===== src/rtl/square_motion.sv =====
// Pong square motion: integrates px/s velocities into a position, bounces off walls and paddles, serves after a delay.
// Latency: position, hit_y/hit_valid and the miss state all update on the clk_0 edge that sees the step event.
// Backpressure: none; inputs are sampled every cycle and run=0 parks the square at centre in SERVE.
module square_motion #(
    parameter int CLK_HZ      = 25_175_000,
    parameter int H_RES       = 640,
    parameter int V_RES       = 480,
    parameter int SQ_SIZE     = 16,
    parameter int PDL_H       = 96,
    parameter int PDL_W       = 16,
    parameter int LPDL_X      = 16,
    parameter int RPDL_X      = 608,
    parameter int SERVE_DELAY = 25_175_000
) (
    input  logic       clk_0,
    input  logic       rst,
    input  logic       run,
    input  logic [8:0] sq_xvel,
    input  logic [8:0] sq_yvel,
    input  logic [8:0] lpdl_y,
    input  logic [8:0] rpdl_y,
    output logic [9:0] sq_x,
    output logic [8:0] sq_y,
    output logic [6:0] hit_y,
    output logic       hit_valid,
    output logic       sq_missed,
    output logic       miss_side
);
    localparam int ACC_W  = 25;
    localparam int ACC_SW = ACC_W + 1;
    localparam int CNT_W  = (SERVE_DELAY > 1) ? $clog2(SERVE_DELAY) : 1;

    localparam logic [9:0]       X_CTR    = 10'((H_RES - SQ_SIZE) / 2);
    localparam logic [8:0]       Y_CTR    = 9'((V_RES - SQ_SIZE) / 2);
    localparam logic [9:0]       X_MAX    = 10'(H_RES - SQ_SIZE);
    localparam logic [8:0]       Y_MAX    = 9'(V_RES - SQ_SIZE);
    localparam logic [9:0]       LHIT_X   = 10'(LPDL_X + PDL_W);
    localparam logic [9:0]       RHIT_X   = 10'(RPDL_X - SQ_SIZE);
    localparam logic [9:0]       SQ10     = 10'(SQ_SIZE);
    localparam logic [9:0]       PDL_H10  = 10'(PDL_H);
    localparam logic [9:0]       HALF_SQ  = 10'(SQ_SIZE / 2);
    localparam logic [9:0]       HALF_PDL = 10'(PDL_H / 2);
    localparam logic [ACC_W:0]   ACC_LIM  = ACC_SW'(CLK_HZ);
    localparam logic [CNT_W-1:0] CNT_LAST = CNT_W'(SERVE_DELAY - 1);

    typedef enum logic [1:0] {ST_SERVE, ST_MOVE, ST_MISS} state_t;

    state_t           state_q, state_d;
    logic [CNT_W-1:0] cnt_q, cnt_d;
    logic [ACC_W-1:0] xacc_q, xacc_d, yacc_q, yacc_d;
    logic [9:0]       sq_x_q, sq_x_d;
    logic [8:0]       sq_y_q, sq_y_d;
    logic             x_dir_q, x_dir_d;   // 1 = right
    logic             y_dir_q, y_dir_d;   // 1 = down
    logic [6:0]       hit_y_q, hit_y_d;
    logic             hit_valid_q, hit_valid_d;
    logic             miss_side_q, miss_side_d;

    logic [ACC_W:0]   xsum, ysum;
    logic             x_step, y_step;
    logic [9:0]       sq_y10, pdl10, sq_ctr, pdl_ctr, diff;
    logic             ovl;

    // Sub-pixel integration and geometry against the paddle the square is heading toward
    always_comb begin
        xsum    = ACC_SW'(xacc_q) + ACC_SW'(sq_xvel);
        ysum    = ACC_SW'(yacc_q) + ACC_SW'(sq_yvel);
        x_step  = (xsum >= ACC_LIM);
        y_step  = (ysum >= ACC_LIM);
        sq_y10  = {1'b0, sq_y_q};
        pdl10   = {1'b0, (x_dir_q ? rpdl_y : lpdl_y)};
        ovl     = (sq_y10 + SQ10 > pdl10) && (sq_y10 < pdl10 + PDL_H10);
        sq_ctr  = sq_y10 + HALF_SQ;
        pdl_ctr = pdl10 + HALF_PDL;
        diff    = (sq_ctr >= pdl_ctr) ? (sq_ctr - pdl_ctr) : (pdl_ctr - sq_ctr);
    end

    // Next-state, position, direction and hit/miss bookkeeping
    always_comb begin
        state_d     = state_q;
        cnt_d       = '0;
        xacc_d      = '0;
        yacc_d      = '0;
        sq_x_d      = sq_x_q;
        sq_y_d      = sq_y_q;
        x_dir_d     = x_dir_q;
        y_dir_d     = y_dir_q;
        hit_y_d     = hit_y_q;
        hit_valid_d = 1'b0;
        miss_side_d = miss_side_q;
        if (!run) begin
            state_d = ST_SERVE;
            sq_x_d  = X_CTR;
            sq_y_d  = Y_CTR;
        end else begin
            case (state_q)
                ST_SERVE: begin
                    sq_x_d = X_CTR;
                    sq_y_d = Y_CTR;
                    if (cnt_q == CNT_LAST) state_d = ST_MOVE;
                    else                   cnt_d   = cnt_q + CNT_W'(1);
                end
                ST_MOVE: begin
                    xacc_d = x_step ? ACC_W'(xsum - ACC_LIM) : ACC_W'(xsum);
                    yacc_d = y_step ? ACC_W'(ysum - ACC_LIM) : ACC_W'(ysum);
                    if (y_step) begin
                        if (!y_dir_q && sq_y_q == '0)         y_dir_d = 1'b1;
                        else if (y_dir_q && sq_y_q == Y_MAX)  y_dir_d = 1'b0;
                        else sq_y_d = y_dir_q ? sq_y_q + 9'd1 : sq_y_q - 9'd1;
                    end
                    // A paddle hit judges overlap and offset on the pre-step sq_y
                    if (x_step) begin
                        if (sq_x_q == (x_dir_q ? RHIT_X : LHIT_X) && ovl) begin
                            x_dir_d     = !x_dir_q;
                            hit_valid_d = 1'b1;
                            hit_y_d     = 7'((diff > HALF_PDL) ? HALF_PDL : diff);
                            y_dir_d     = (sq_ctr >= pdl_ctr);
                        end else if (sq_x_q == (x_dir_q ? X_MAX : 10'd0)) begin
                            // Next serve heads toward the side that missed
                            state_d     = ST_MISS;
                            miss_side_d = x_dir_q;
                            sq_x_d      = X_CTR;
                            sq_y_d      = Y_CTR;
                        end else begin
                            sq_x_d = x_dir_q ? sq_x_q + 10'd1 : sq_x_q - 10'd1;
                        end
                    end
                end
                ST_MISS: begin
                    state_d = ST_SERVE;
                    sq_x_d  = X_CTR;
                    sq_y_d  = Y_CTR;
                end
                default: state_d = ST_SERVE;
            endcase
        end
    end

    // State register with synchronous reset to a centred, right/down square in SERVE
    always_ff @(posedge clk_0) begin
        if (rst) begin
            state_q     <= ST_SERVE;
            cnt_q       <= '0;
            xacc_q      <= '0;
            yacc_q      <= '0;
            sq_x_q      <= X_CTR;
            sq_y_q      <= Y_CTR;
            x_dir_q     <= 1'b1;
            y_dir_q     <= 1'b1;
            hit_y_q     <= '0;
            hit_valid_q <= 1'b0;
            miss_side_q <= 1'b0;
        end else begin
            state_q     <= state_d;
            cnt_q       <= cnt_d;
            xacc_q      <= xacc_d;
            yacc_q      <= yacc_d;
            sq_x_q      <= sq_x_d;
            sq_y_q      <= sq_y_d;
            x_dir_q     <= x_dir_d;
            y_dir_q     <= y_dir_d;
            hit_y_q     <= hit_y_d;
            hit_valid_q <= hit_valid_d;
            miss_side_q <= miss_side_d;
        end
    end

    assign sq_x      = sq_x_q;
    assign sq_y      = sq_y_q;
    assign hit_y     = hit_y_q;
    assign hit_valid = hit_valid_q;
    assign sq_missed = (state_q == ST_MISS);
    assign miss_side = miss_side_q;
endmodule


===== config.mk =====
export PLATFORM = sky130hd
export DESIGN_NAME = square_motion
export DESIGN_NICKNAME = d
export VERILOG_FILES = /design/src/rtl/square_motion.sv
export SDC_FILE = /design/constraint.sdc
export NUM_CORES = 1
export LEC_CHECK = 0
export BUFFER_PORTS_ARGS = -buffer_cell sky130_fd_sc_hd__buf_2
export CAP_MARGIN = 10
export CORE_MARGIN = 8
export CORE_UTILIZATION = 62
export CTS_CLUSTER_SIZE = 30
export DETAILED_ROUTE_END_ITERATION = 16
export PLACE_DENSITY = 0.82
export SLEW_MARGIN = 20
export SYNTH_ARGS = -nofsm -noshare
export SYNTH_HDL_FRONTEND = slang
export SYNTH_SLANG_ARGS = --single-unit

===== constraint.sdc =====
create_clock -name clk_0 -period 5.3 [get_ports clk_0]
set_clock_uncertainty 0.15 [all_clocks]
set_input_delay 0.265 -clock clk_0 [delete_from_list [all_inputs] [get_ports clk_0]]
set_output_delay 0.265 -clock clk_0 [all_outputs]
set_load 0.1 [all_outputs]

==> summary.txt <==
Setup path
  • Data arrival, critical path: 5.02 ns
  • CP Max Fanout: 17
  • Crit path required time: 5.43 ns
  • Capture point of the worst path: hit_y[3]
  • Crit Reg-Reg Startpoint: x_dir_q
  • Worst Path Buf+Inv: 3
  • CP startpoint kind: flip-flop
  • Beginning of the critical path: x_dir_q
  • Top Family by Delay on Critical Path: compound AO/OA/AOI/OAI gates
  • Setup crit end kind: flip-flop
  • CP max stage delay: 0.50 ns
  • Critical path class: reg2reg
  • Reg2Reg Depth: 17
  • CP max-delay cell: mux2i_1
  • Critical Path Stages: 17
  • Flop2flop setup slack: 0.42 ns
  • RR Endpoint: hit_y[3]
  • CP cell instances: mux2i_1 > inv_1 > ha_1 > a21oi_1 > xor2_1 > inv_1 > ha_1 > and3_1 > o211a_1 > o41ai_4 > buf_4 > mux2_2 > a211oi_2 > mux2i_1 > nor4_4 > nand3_1 > a2bb2oi_1

Clocking
  • Reg clk slew, reported paths: 0.08 ns
  • Clock sink count: 107
  • CTS tree: built
  • Clock latency on the worst-skew pair: 0.36 ns
  • Post-CTS Setup Inserts: 0
  • Hold-fix buffers, CTS: 0
  • Clock buffer count from CTS: 9
  • CTS Root Cell: clkbuf_16
  • Post-CTS Resized: 0
  • Clock buffer depth: 2
  • Htree depth: 3

Final layout
  • Ant. Diodes: 0
  • Most common cell after layout, fill and taps aside: nor2_1
  • Share of cells above drive strength 1: 12.7%
  • Layout Nets: 1275
  • Layout filler cell count: 1217
  • Multi-input gate area: 0.00656 mm²
  • Most frequent cells in the layout: nor2_1, dfxtp_1, nand2_1
  • Synth-to-layout area growth: 7.81%
  • Reg area: 0.00214 mm²

Drt
  • Total Wirelength: 21.9 mm
  • Initial DRC Count: 619
  • Vias: 8280
  • First-pass iteration count of the detailed router: 6
  • Drt drc: 0
  • Detail Route Antenna Nets: 0
  • Vias/cell: 6.16
  • Drt wl/cell: 16.3 µm

Timing
  • Setup violators final: 0
  • Post-route setup TNS: 0 ns
  • Final hold violations: 0
  • Hold WS: 0.0696 ns
  • RSZ-0062 raised after global routing: false
  • Slew headroom: 45.0%
  • Worst slew pin tran: 0.825 ns
  • Tmin final: 4.88 ns
  • Fin. max-slew vios: 0
  • Fmax: 0.205 GHz
  • Final period utilization: 92.1%

Synthesis
  • Post-synth top area cell: dfxtp_1
  • Synth top area share: 23.5%
  • Yosys cell types: 91
  • Post-Synthesis Cells: 1112
  • Fraction of registers with async set/reset: 0%
  • Mapped cell area: 0.00910 mm²
  • Yosys warning count: 0
  • Syn avg cell area: 8.18 µm²
  • EDFF count, synth: 0
  • Prevailing post-synth register cell: dfxtp_1
  • Top cells by area, synth: dfxtp_1, ha_1, xnor2_1, xor2_1, nor2_1
  • Syn nets: 1231
  • Register area share after synthesis: 23.5%
  • Register bit count reported by yosys: 107

Power and ir drop
  • Peak supply drop: 0.142 mV
  • Pwr/cell area: 172 mW/mm²
  • Leakage power figure: 3.98 nW

Place
  • Detailed Place HPWL: 16.8 mm
  • Port Buffers: 67
  • Gpl congestion: 0.906

GRT
  • Vias in the first global route: 7933
  • Initial antenna violation count: 0
  • Largest net degree at the start of global routing: 35
  • Gr ovfl total: 0
  • First-pass GRT wire length: 37.1 mm
  • Total GRT Usage: 23.7%

Die
  • # IOs: 68
  • Core footprint: 0.0144 mm²
  • Die Y-Extent: 137 µm
  • Die W: 137 µm
  • Initial core utilization: 63.1%
  • Die area: 0.0188 mm²
  • FP Rows: 44

Run status
  • Status: finished clean

Worst hold path
  • Hold Crit Start: run
  • Min-Delay Path Class: in2reg
  • Hold path depth: 3

Job
  • Maxcap violations: 0
-- per-layer routing --
layer / GRT usage [%] / share of wire [%] / up-vias
met5: 0 / 0 / -
met4: 7.72 / 2.3 / 0
met3: 4.44 / 5.0 / 41
met2: 39.1 / 46 / 243
met1: 30.4 / 46 / 3877
li1: - / - / 4119
-- sequential cells by signal (all words and copies together), names as in the netlist --
register and flops:
hit_y 7, xacc_q 25, hit_valid 1, miss_side 1
x_dir_q 1, cnt_q 25, sq_y 9, y_dir_q 1
state_q 2, sq_x 10, yacc_q 25
-- stage by stage --
stage	std cells	setup slack (ns)	area (µm²)	power (mW)	utilization, %
floorplan	1112	0.482	9100	0.975	-
global placement	1329	0.671	9520	1.02	66.0
detailed placement	1329	0.508	9520	1.02	66.0
CTS	1345	0.470	9810	1.69	68.0
global route	1345	0.0506	9810	1.74	68.0
finish	1345	0.417	9810	1.68	68.0
-- cell families after synthesis --
kind of cell / Yosys count / share of synthesized area [%]
XOR/XNOR: 122 / 11.8
multiplexers: 26 / 2.90
flip-flops: 107 / 23.5
AO/OA/AOI/OAI: 251 / 20.8
AND/OR/NAND/NOR: 432 / 25.0
buffers and inverters: 94 / 4.43
adder cells (fa/ha/maj): 80 / 11.5
-- area by class of cell --
cell class,count,share of cell area (%)
sequential,107,21.8
tap,184,2.35
multi-input combinational,911,66.9
clock buffer,9,2.30
timing repair buffer,74,3.95
inverter,53,2.03
clock inverter,7,0.676
-- power breakdown --
group          leakage, nW  internal, mW  switching, mW  total, mW
Sequential           0.862         0.804       0.000452      0.804
Combinational         2.98        0.0861          0.119      0.205
Clock                0.138         0.332          0.343      0.675
Total                 3.98          1.22          0.462       1.68
-- synthesized netlist by cell type (all sizes together), types with 8 or more instances --
| master | instances |
|---|---|
| nor2 | 111 |
| dfxtp | 107 |
| nand2 | 78 |
| ha | 74 |
| xnor2 | 66 |
| a21oi | 59 |
| nand3 | 58 |
| xor2 | 56 |
| inv | 53 |
| o21ai | 42 |
| o211ai | 28 |
| clkbuf | 25 |
| nor3 | 25 |
| mux2i | 23 |
| and3 | 22 |
| nand4 | 20 |
| buf | 16 |
| nor2b | 15 |
| or3 | 15 |
| a21o | 14 |
| and2 | 14 |
| nand2b | 13 |
| a211oi | 11 |
| nor4 | 11 |
| or2 | 11 |
| o2111ai | 10 |
| nor4b | 8 |
| o21a | 8 |
| or4 | 8 |
-- how the worst min path moves through the flow --
stage,endpoint,slack [ns]
2_1_floorplan,cnt_q[0],0.26
3_5_place_dp,cnt_q[0],0.29
3_3_place_gp,cnt_q[0],0.28
4_1_cts,state_q[0],0.05
5_1_grt,state_q[0],0.06
6_report,state_q[0],0.07
-- worst register-to-register path: cells and delay by family, from the launching register on --
kind | cells | cell delay [ns]
simple gates | 3 | 0.79
flops | 1 | 0.47
mux | 3 | 1.03
xor+xnor | 1 | 0.21
fa+ha+maj | 2 | 0.58
buf+inv | 3 | 0.48
compound gates | 5 | 1.10
Note: power is estimated with default switching activity, not from simulation.
